--- src/rtl/mips_cpu_multiplier.sv ---
// Iterative radix-2 shift-add multiplier for MULT/MULTU: one partial product per cycle,
// magnitudes multiplied, result negated when the operand signs differ.
module mips_cpu_multiplier #(
  parameter int WIDTH = 32
) (
  input  logic             clk,
  input  logic             reset,
  input  logic             start,
  input  logic             sign,
  input  logic [WIDTH-1:0] Multiplicand,
  input  logic [WIDTH-1:0] Multiplier,
  output logic [WIDTH-1:0] Product_hi,
  output logic [WIDTH-1:0] Product_lo,
  output logic             busy,
  output logic             done
);

  localparam int CW = $clog2(WIDTH) + 1;
  localparam logic [CW-1:0] LAST = CW'(WIDTH - 1);

  typedef enum logic [1:0] {IDLE, BUSY, DONE} state_t;

  state_t           state_q, state_d;
  logic [WIDTH-1:0] mcand_q, mcand_d;
  logic [WIDTH-1:0] acc_hi_q, acc_hi_d;
  logic [WIDTH-1:0] acc_lo_q, acc_lo_d;
  logic [CW-1:0]    count_q, count_d;
  logic             neg_q, neg_d;
  logic [WIDTH-1:0] prod_hi_q, prod_hi_d;
  logic [WIDTH-1:0] prod_lo_q, prod_lo_d;

  logic [WIDTH:0]     sum;
  logic [2*WIDTH-1:0] result;
  logic [2*WIDTH-1:0] signed_result;

  always_comb begin
    state_d       = state_q;
    mcand_d       = mcand_q;
    acc_hi_d      = acc_hi_q;
    acc_lo_d      = acc_lo_q;
    count_d       = count_q;
    neg_d         = neg_q;
    prod_hi_d     = prod_hi_q;
    prod_lo_d     = prod_lo_q;
    sum           = '0;
    result        = '0;
    signed_result = '0;

    case (state_q)
      IDLE: begin
        if (start) begin
          // Most-negative operand negates to itself, which reads correctly as unsigned 2^(WIDTH-1).
          mcand_d  = (sign && Multiplicand[WIDTH-1]) ? -Multiplicand : Multiplicand;
          acc_lo_d = (sign && Multiplier[WIDTH-1])   ? -Multiplier   : Multiplier;
          acc_hi_d = '0;
          count_d  = '0;
          neg_d    = sign & (Multiplicand[WIDTH-1] ^ Multiplier[WIDTH-1]);
          state_d  = BUSY;
        end
      end
      BUSY: begin
        sum      = {1'b0, acc_hi_q} + (acc_lo_q[0] ? {1'b0, mcand_q} : '0);
        acc_hi_d = sum[WIDTH:1];
        acc_lo_d = {sum[0], acc_lo_q[WIDTH-1:1]};
        count_d  = count_q + CW'(1);
        if (count_q == LAST) begin
          result        = {acc_hi_d, acc_lo_d};
          signed_result = neg_q ? -result : result;
          prod_hi_d     = signed_result[2*WIDTH-1:WIDTH];
          prod_lo_d     = signed_result[WIDTH-1:0];
          state_d       = DONE;
        end
      end
      DONE: begin
        state_d = IDLE;
      end
      default: begin
        state_d = IDLE;
      end
    endcase
  end

  always_ff @(posedge clk or negedge reset) begin
    if (!reset) begin
      state_q   <= IDLE;
      mcand_q   <= '0;
      acc_hi_q  <= '0;
      acc_lo_q  <= '0;
      count_q   <= '0;
      neg_q     <= 1'b0;
      prod_hi_q <= '0;
      prod_lo_q <= '0;
    end else begin
      state_q   <= state_d;
      mcand_q   <= mcand_d;
      acc_hi_q  <= acc_hi_d;
      acc_lo_q  <= acc_lo_d;
      count_q   <= count_d;
      neg_q     <= neg_d;
      prod_hi_q <= prod_hi_d;
      prod_lo_q <= prod_lo_d;
    end
  end

  assign Product_hi = prod_hi_q;
  assign Product_lo = prod_lo_q;
  assign busy       = (state_q != IDLE);
  assign done       = (state_q == DONE);

endmodule

--- config.mk ---
export PLATFORM = sky130hd
export DESIGN_NAME = mips_cpu_multiplier
export DESIGN_NICKNAME = d
export VERILOG_FILES = /design/src/rtl/mips_cpu_multiplier.sv
export SDC_FILE = /design/constraint.sdc
export NUM_CORES = 1
export LEC_CHECK = 0
export ABC_CLOCK_PERIOD_IN_PS = 8500
export CAP_MARGIN = 20
export CELL_PAD_IN_SITES_DETAIL_PLACEMENT = 0
export CELL_PAD_IN_SITES_GLOBAL_PLACEMENT = 2
export CORE_MARGIN = 1.5
export CORE_UTILIZATION = 37
export DETAILED_ROUTE_END_ITERATION = 6
export PLACE_DENSITY_LB_ADDON = 0.1
export SLEW_MARGIN = 20
export SYNTH_ARGS = -nofsm -noshare
export SYNTH_HDL_FRONTEND = slang
export SYNTH_SLANG_ARGS = --single-unit
export TNS_END_PERCENT = 5
--- constraint.sdc ---
create_clock -name clk -period 8.5 [get_ports clk]
set_input_delay 1.275 -clock clk [delete_from_list [all_inputs] [get_ports clk]]
set_output_delay 1.275 -clock clk [all_outputs]
set_load 0.01 [all_outputs]
==> summary.txt, run 1 <==
DR WL/cell -> 18.5 µm
via/cell ratio -> 5.42
Worst setup EP type -> flip-flop
crit-path max FO -> 33
Async SR Flop Fraction -> 1.00
path type of the worst setup path -> flip-flop to flip-flop
startpoint types -> flip-flop
Mapped Area -> 0.0112 mm²
adder-cell share of the synthesized area -> 0.0420
clock sinks -> 169
count of different cell masters after synthesis -> 72
Max Transition Viols Final -> 0
DIE HEIGHT -> 177 µm
fmax -> 198 MHz
Mean Syn Cell Area -> 8.53 µm²
core area -> 0.0297 mm²
largest net degree at the start of global routing -> 86
synthesized net count -> 1,417
status -> finished clean
min-delay src -> mcand_q[27]
Least-Margin Pin Slew -> 1.07 ns
CTS buffer count -> 17
Yosys top cell area share -> 0.378
I/O pins -> 134
setup violators final -> 0
Slew headroom -> 0.280
Antenna Diode Count -> 0
Power Dens Cells -> 313 mW/mm²
Gate Count Post-Synth -> 1,312
peak supply drop -> 0.000203 V
fillcell total -> 3,002
Worst Setup SP -> acc_lo_q[0]
initial antenna violation count -> 0
row count -> 63
Final Cycle Share -> 0.595
Post-Synth XOR/XNOR Area -> 0.109
Vias -> 9,809
CTS HTree Levels -> 4
overall routing resource usage -> 0.221
vias in the first global route -> 9,320
nets@finish -> 1,511
Layout Cells excl Fill -> 1,809
Critical Path AT -> 5.35 ns
ratio of cells with drive above 1 in the final layout -> 0.0486
complex-gate fraction of the synthesized area -> 0.226
Synth area leaders -> dfrtp_1 38%, o21ai_0 8.9%, nand2_1 6.5%
Tmin final -> 5.06 ns
Reg-to-Reg Start -> acc_lo_q[0]
Antenna Nets Post-Route -> 0
Layout Skew -> 0.0146 ns
Worst-path clk slew -> 0.07 ns
Synth Register Bits -> 169
RSZ-0062 raised after global routing -> no
DPL Wire Length -> 25,000 µm
Overflow after GRT -> 0
global-route wire length before repair -> 53,700 µm
drt pass-1 iters -> 5
gpl congestion -> 0.891
hold_buf cts -> 0
Fin Setup TNS -> 0 ns
Post-synth top cells -> 199 x o21ai_0, 195 x nand2_1, 169 x dfrtp_1, 70 x xor2_1, 69 x xnor2_1
largest buffer count on any clock path -> 2
HP Class -> flip-flop to flip-flop
final wirelength -> 33,400 µm
Die W -> 177 µm
Warnings, synthesis -> 0
Starting Density -> 0.377
largest family of logic cells by synthesized area -> compound AO/OA/AOI/OAI gates
Skew-Pair Late Insertion Delay -> 0.44 ns
simple-gate share of the synthesized area -> 0.206
Yosys top cell by area -> dfrtp_1
postcts setup bufs -> 0
dpl cells -> 1,777
DRT iter0 DRCs -> 658
Max-Cap Viols -> 0
Layout Area Growth over Synthesis -> 20.0%
Leakage -> 5.51 nW
post-CTS sizing -> 0
Main synth FF type -> dfrtp_1
DRC -> 0
buffers added on ports -> 133
Post-synth EDFFs -> 0
sequential share of the synthesized area -> 0.378
required time worst endpoint -> 8.79 ns
count leader, synth -> o21ai_0
Die ar. -> 0.0313 mm²
CTS tree -> done
Final Hold Viols -> 0
mux share of post-synthesis cell area -> 0.00850
Root Buffer -> clkbuf_16
==> critical path, stage by stage (launching register included) <==
cell      delay [ns]
dfrtp_1         0.69
and2_1          0.29
ha_1            0.21
fa_1            0.41
a21o_1          0.22
a311o_1         0.47
a21oi_1         0.46
o21ai_0         0.24
xnor2_1         0.34
nor4b_2         0.70
nand3b_1        0.19
o41ai_1         0.44
xnor2_1         0.15
o21ai_0         0.08
==> kinds of logic (layout without fill, tap and decap cells) <==
family          after synthesis  after routing
compound gates              413            413
xor+xnor                    139            139
fa+ha+maj                    37             37
buf+inv                      87            194
flops                       169            169
mux                           9              9
simple gates                458            458
==> power breakdown <==
group / total (W) / leakage, nW / switching (W) / internal (W)
Clock: 0.000792 / 0.284 / 0.000396 / 0.000395
Combinational: 0.00215 / 3.21 / 0.00133 / 0.000824
Sequential: 0.00126 / 2.01 / 0.000233 / 0.00103
Total: 0.00420 / 5.51 / 0.00195 / 0.00225
==> through the flow <==
stage	worst slack (ns)	util	power [W]	instance area, µm²	hold WS, ns
detailed placement	3.51	0.432	0.00342	12800	0.461
global route	2.96	0.452	0.00454	13400	0.497
floorplan	4.42	-	0.00274	11200	0.438
finish	3.44	0.452	0.00420	13400	0.473
global placement	3.60	0.432	0.00341	12800	0.453
CTS	3.47	0.452	0.00423	13400	0.479
==> state kept, by name, summed over array words and instances, names as in the netlist <==
| register | cells |
|---|---|
| Product_lo | 32 |
| state_q | 2 |
| acc_lo_q | 32 |
| count_q | 6 |
| mcand_q | 32 |
| acc_hi_q | 32 |
| neg_q | 1 |
| Product_hi | 32 |
==> cell type report <==
type                    count  area [µm²]  area share
clock buffers              17         425      0.0317
repair buffers            143        1410       0.105
multi-input cells        1056        6640       0.494
inverters                  19        71.3     0.00531
flip-flops and latches    169        4230       0.315
well taps                 390         488      0.0363
clock inverters            15         174      0.0129
==> metal layers <==
metal | track usage | wire length, µm | part of all wire
met1 | 0.346 | 17600 | 0.53
met2 | 0.324 | 14300 | 0.43
met3 | 0.0230 | 1280 | 0.038
met4 | 0.0480 | 284 | 0.0085
met5 | 0 | 0 | 0
==> layout by cell type (no fill, tap or decap), drive strengths merged, types with 8 or more instances in the layout <==
cell type | synthesis | final
nand3 | 44 | 44
buf | 5 | 11
inv | 19 | 24
o21ai | 204 | 204
nor2 | 54 | 54
clkdlybuf4s50 | 0 | 132
or3 | 13 | 13
o31ai | 26 | 26
o41ai | 14 | 14
a21oi | 56 | 56
dfrtp | 169 | 169
nand2b | 8 | 8
o211ai | 9 | 9
o21a | 8 | 8
a21o | 13 | 13
or4 | 14 | 14
xnor2 | 69 | 69
a211oi | 8 | 8
clkinv | 0 | 8
a22oi | 31 | 31
clkbuf | 63 | 17
and2 | 49 | 49
ha | 36 | 36
nand2 | 195 | 195
nor4 | 17 | 17
nor3 | 14 | 14
xor2 | 70 | 70
==> worst paths after layout <==
| kind | slack [ns] | to | depth (start not counted) |
|---|---|---|---|
| max in group asynchronous | 6.51 | acc_hi_q[17] | 2 |
| max | 3.44 | Product_hi[30] | 13 |
| min reg2reg | 0.47 | mcand_q[27] | 2 |
| max reg2reg | 3.44 | Product_hi[30] | 13 |
| min in group asynchronous | 0.76 | Product_lo[16] | 1 |
| min | 0.47 | mcand_q[27] | 2 |
Power figures use the tool's default switching activity.
==> run 2, diff against run 1 <==
ABC_CLOCK_PERIOD_IN_PS = 4450   (was 8500)
CORE_UTILIZATION = 31   (was 37)
clock period = 4.45 ns   (was 8.5 ns; I/O delays follow)
==> summary.txt, run 2 (synthesized netlist as in run 1, its figures left out) <==
final wirelength -> 35,800 µm (was 33,400 µm)
pre-CTS setup slack -> 0.327 ns (was 3.51 ns)
DIE HEIGHT -> 193 µm (was 177 µm)
Final Hold Viols -> 0 (unchanged)
postcts setup bufs -> 0 (unchanged)
hold_ws -> 0.234 ns (was 0.473 ns)
via/cell ratio -> 5.18 (was 5.42)
Final Cycle Share -> 0.933 (was 0.595)
gpl congestion -> 0.833 (was 0.891)
sequential power share -> 0.285 (was 0.300)
fillcell total -> 3,701 (was 3,002)
Max-Cap Viols -> 0 (unchanged)
Tmin final -> 4.15 ns (was 5.06 ns)
DRC -> 0 (unchanged)
clock sinks -> 169 (unchanged)
Final WS setup -> 0.298 ns (was 3.44 ns)
DR WL/cell -> 18.8 µm (was 18.5 µm)
row count -> 69 (was 63)
global-route wire length before repair -> 56,800 µm (was 53,700 µm)
buffers added on ports -> 133 (unchanged)
initial antenna violation count -> 0 (unchanged)
required time worst endpoint -> 4.77 ns (was 8.79 ns)
switch share -> 0.457 (was 0.465)
Critical Path AT -> 4.47 ns (was 5.35 ns)
CTS buffer count -> 17 (unchanged)
crit-path max FO -> 6 (was 33)
Starting Density -> 0.315 (was 0.377)
CTS HTree Levels -> 4 (unchanged)
largest net degree at the start of global routing -> 122 (was 86)
HP Class -> primary input to async pin (was flip-flop to flip-flop)
Least-Margin Pin Slew -> 0.928 ns (was 1.07 ns)
Overflow after GRT -> 0 (unchanged)
Layout Skew -> 0.0114 ns (was 0.0146 ns)
Antenna Diode Count -> 0 (unchanged)
Layout Area Growth over Synthesis -> 22.8% (was 20.0%)
internal power -> 0.00453 W (was 0.00225 W)
combinational power share -> 0.529 (was 0.512)
Fin Setup TNS -> 0 ns (unchanged)
I/O pins -> 134 (unchanged)
path type of the worst setup path -> flip-flop to flip-flop (unchanged)
startpoint types -> flip-flop (unchanged)
drt pass-1 iters -> 5 (unchanged)
P_sw -> 0.00382 W (was 0.00195 W)
Antenna Nets Post-Route -> 0 (unchanged)
Slew headroom -> 0.381 (was 0.280)
nets@finish -> 1,535 (was 1,511)
Worst setup EP type -> flip-flop (unchanged)
clock power share -> 0.186 (was 0.188)
status -> finished clean (unchanged)
Worst-path clk slew -> 0.07 ns (about the same)
ratio of cells with drive above 1 in the final layout -> 0.0658 (was 0.0486)
setup violators final -> 0 (unchanged)
vias in the first global route -> 9,631 (was 9,320)
Root Buffer -> clkbuf_16 (unchanged)
overall routing resource usage -> 0.199 (was 0.221)
Die ar. -> 0.0372 mm² (was 0.0313 mm²)
fmax -> 241 MHz (was 198 MHz)
Power Dens Cells -> 607 mW/mm² (was 313 mW/mm²)
DRT iter0 DRCs -> 672 (was 658)
most common cell after layout, fill and taps aside -> o21ai_0 (unchanged)
RSZ-0062 raised after global routing -> no (unchanged)
largest buffer count on any clock path -> 2 (unchanged)
Skew-Pair Late Insertion Delay -> 0.45 ns (was 0.44 ns)
peak supply drop -> 0.000346 V (was 0.000203 V)
DPL Wire Length -> 27,300 µm (was 25,000 µm)
Leakage -> 5.65 nW (was 5.51 nW)
most frequent cells in the layout -> 199 x o21ai_0, 194 x nand2_1, 168 x dfrtp_1, 132 x clkdlybuf4s50_1, 70 x xor2_1 (was 199 x o21ai_0, 194 x nand2_1, 169 x dfrtp_1, 132 x clkdlybuf4s50_1, 70 x xor2_1)
core area -> 0.0356 mm² (was 0.0297 mm²)
Die W -> 193 µm (was 177 µm)
CTS tree -> done (unchanged)
Vias -> 9,860 (was 9,809)
Max Transition Viols Final -> 0 (unchanged)
## run 2: cell count changes in the layout (fill, tap and decap cells not counted), sizes merged
cell      previous run  this run
bufinv               0         1
buf                 11        35
inv                 24        25
clkbuf              17        19
clkinvlp             2         1
clkinv               8         5
## run 2: through the flow
stage	power, W	util	instance area, µm²	cells
after floorplan	0.00524	-	11200	1312
after global placement	0.00683	0.369	13100	1872
after detailed placement	0.00682	0.369	13100	1872
after CTS	0.00841	0.386	13700	1904
after global routing	0.00906	0.386	13700	1904
final	0.00834	0.386	13700	1904
## run 2: power by group through the flow
stage	combinational (W)	clock, W	sequential [W]
final	0.00441	0.00155	0.00238
after detailed placement	0.00441	0	0.00240
after global placement	0.00442	0	0.00240
after floorplan	0.00297	0	0.00227
after CTS	0.00443	0.00160	0.00238
after global routing	0.00494	0.00167	0.00245
## run 2: critical path, stage by stage (launching register included)
cell,delay [ns]
dfrtp_1,0.42
and2_1,0.16
ha_1,0.21
fa_1,0.42
a21o_1,0.22
a311o_1,0.48
a21oi_1,0.26
buf_4,0.19
o21ai_0,0.17
a211oi_1,0.38
xnor2_2,0.19
nand3b_1,0.23
o41ai_1,0.43
xnor2_1,0.16
o21ai_0,0.09
## run 2: final cells by class
| cell class | instances | area [µm²] | area share |
|---|---|---|---|
| tap | 461 | 577 | 0.0420 |
| multi-input combinational | 1056 | 6640 | 0.483 |
| clock inverter | 13 | 154 | 0.0112 |
| inverter | 19 | 71.3 | 0.00519 |
| clock buffer | 19 | 453 | 0.0330 |
| sequential | 169 | 4230 | 0.308 |
| timing repair buffer | 167 | 1610 | 0.117 |
## run 2: worst paths after layout
check                      slack (ns)   startpoint        endpoint  cells after the start
setup / recovery                 0.30  acc_lo_q[0]  Product_hi[30]                     14
min in group clk                 0.48  mcand_q[24]     mcand_q[24]                      2
setup reg to reg                 0.30  acc_lo_q[0]  Product_hi[30]                     14
hold reg to reg                  0.48  mcand_q[24]     mcand_q[24]                      2
max in group asynchronous        3.19        reset     mcand_q[26]                      2
hold / removal                   0.23        reset  Product_lo[14]                      1
## run 2: routing by layer
metal | global-route usage | vias to the layer above | share of wire
li1 | - | 4970 | -
met1 | 0.302 | 4726 | 0.53
met2 | 0.296 | 149 | 0.43
met3 | 0.0284 | 15 | 0.029
met4 | 0.0426 | 0 | 0.0089
met5 | 0 | - | 0
## run 2: repair_timing
action	CTS	global route
hold buffers	0	0
setup endpoints to repair	0	1
endpoints found under the hold margin	0	0
resized for setup	0	1
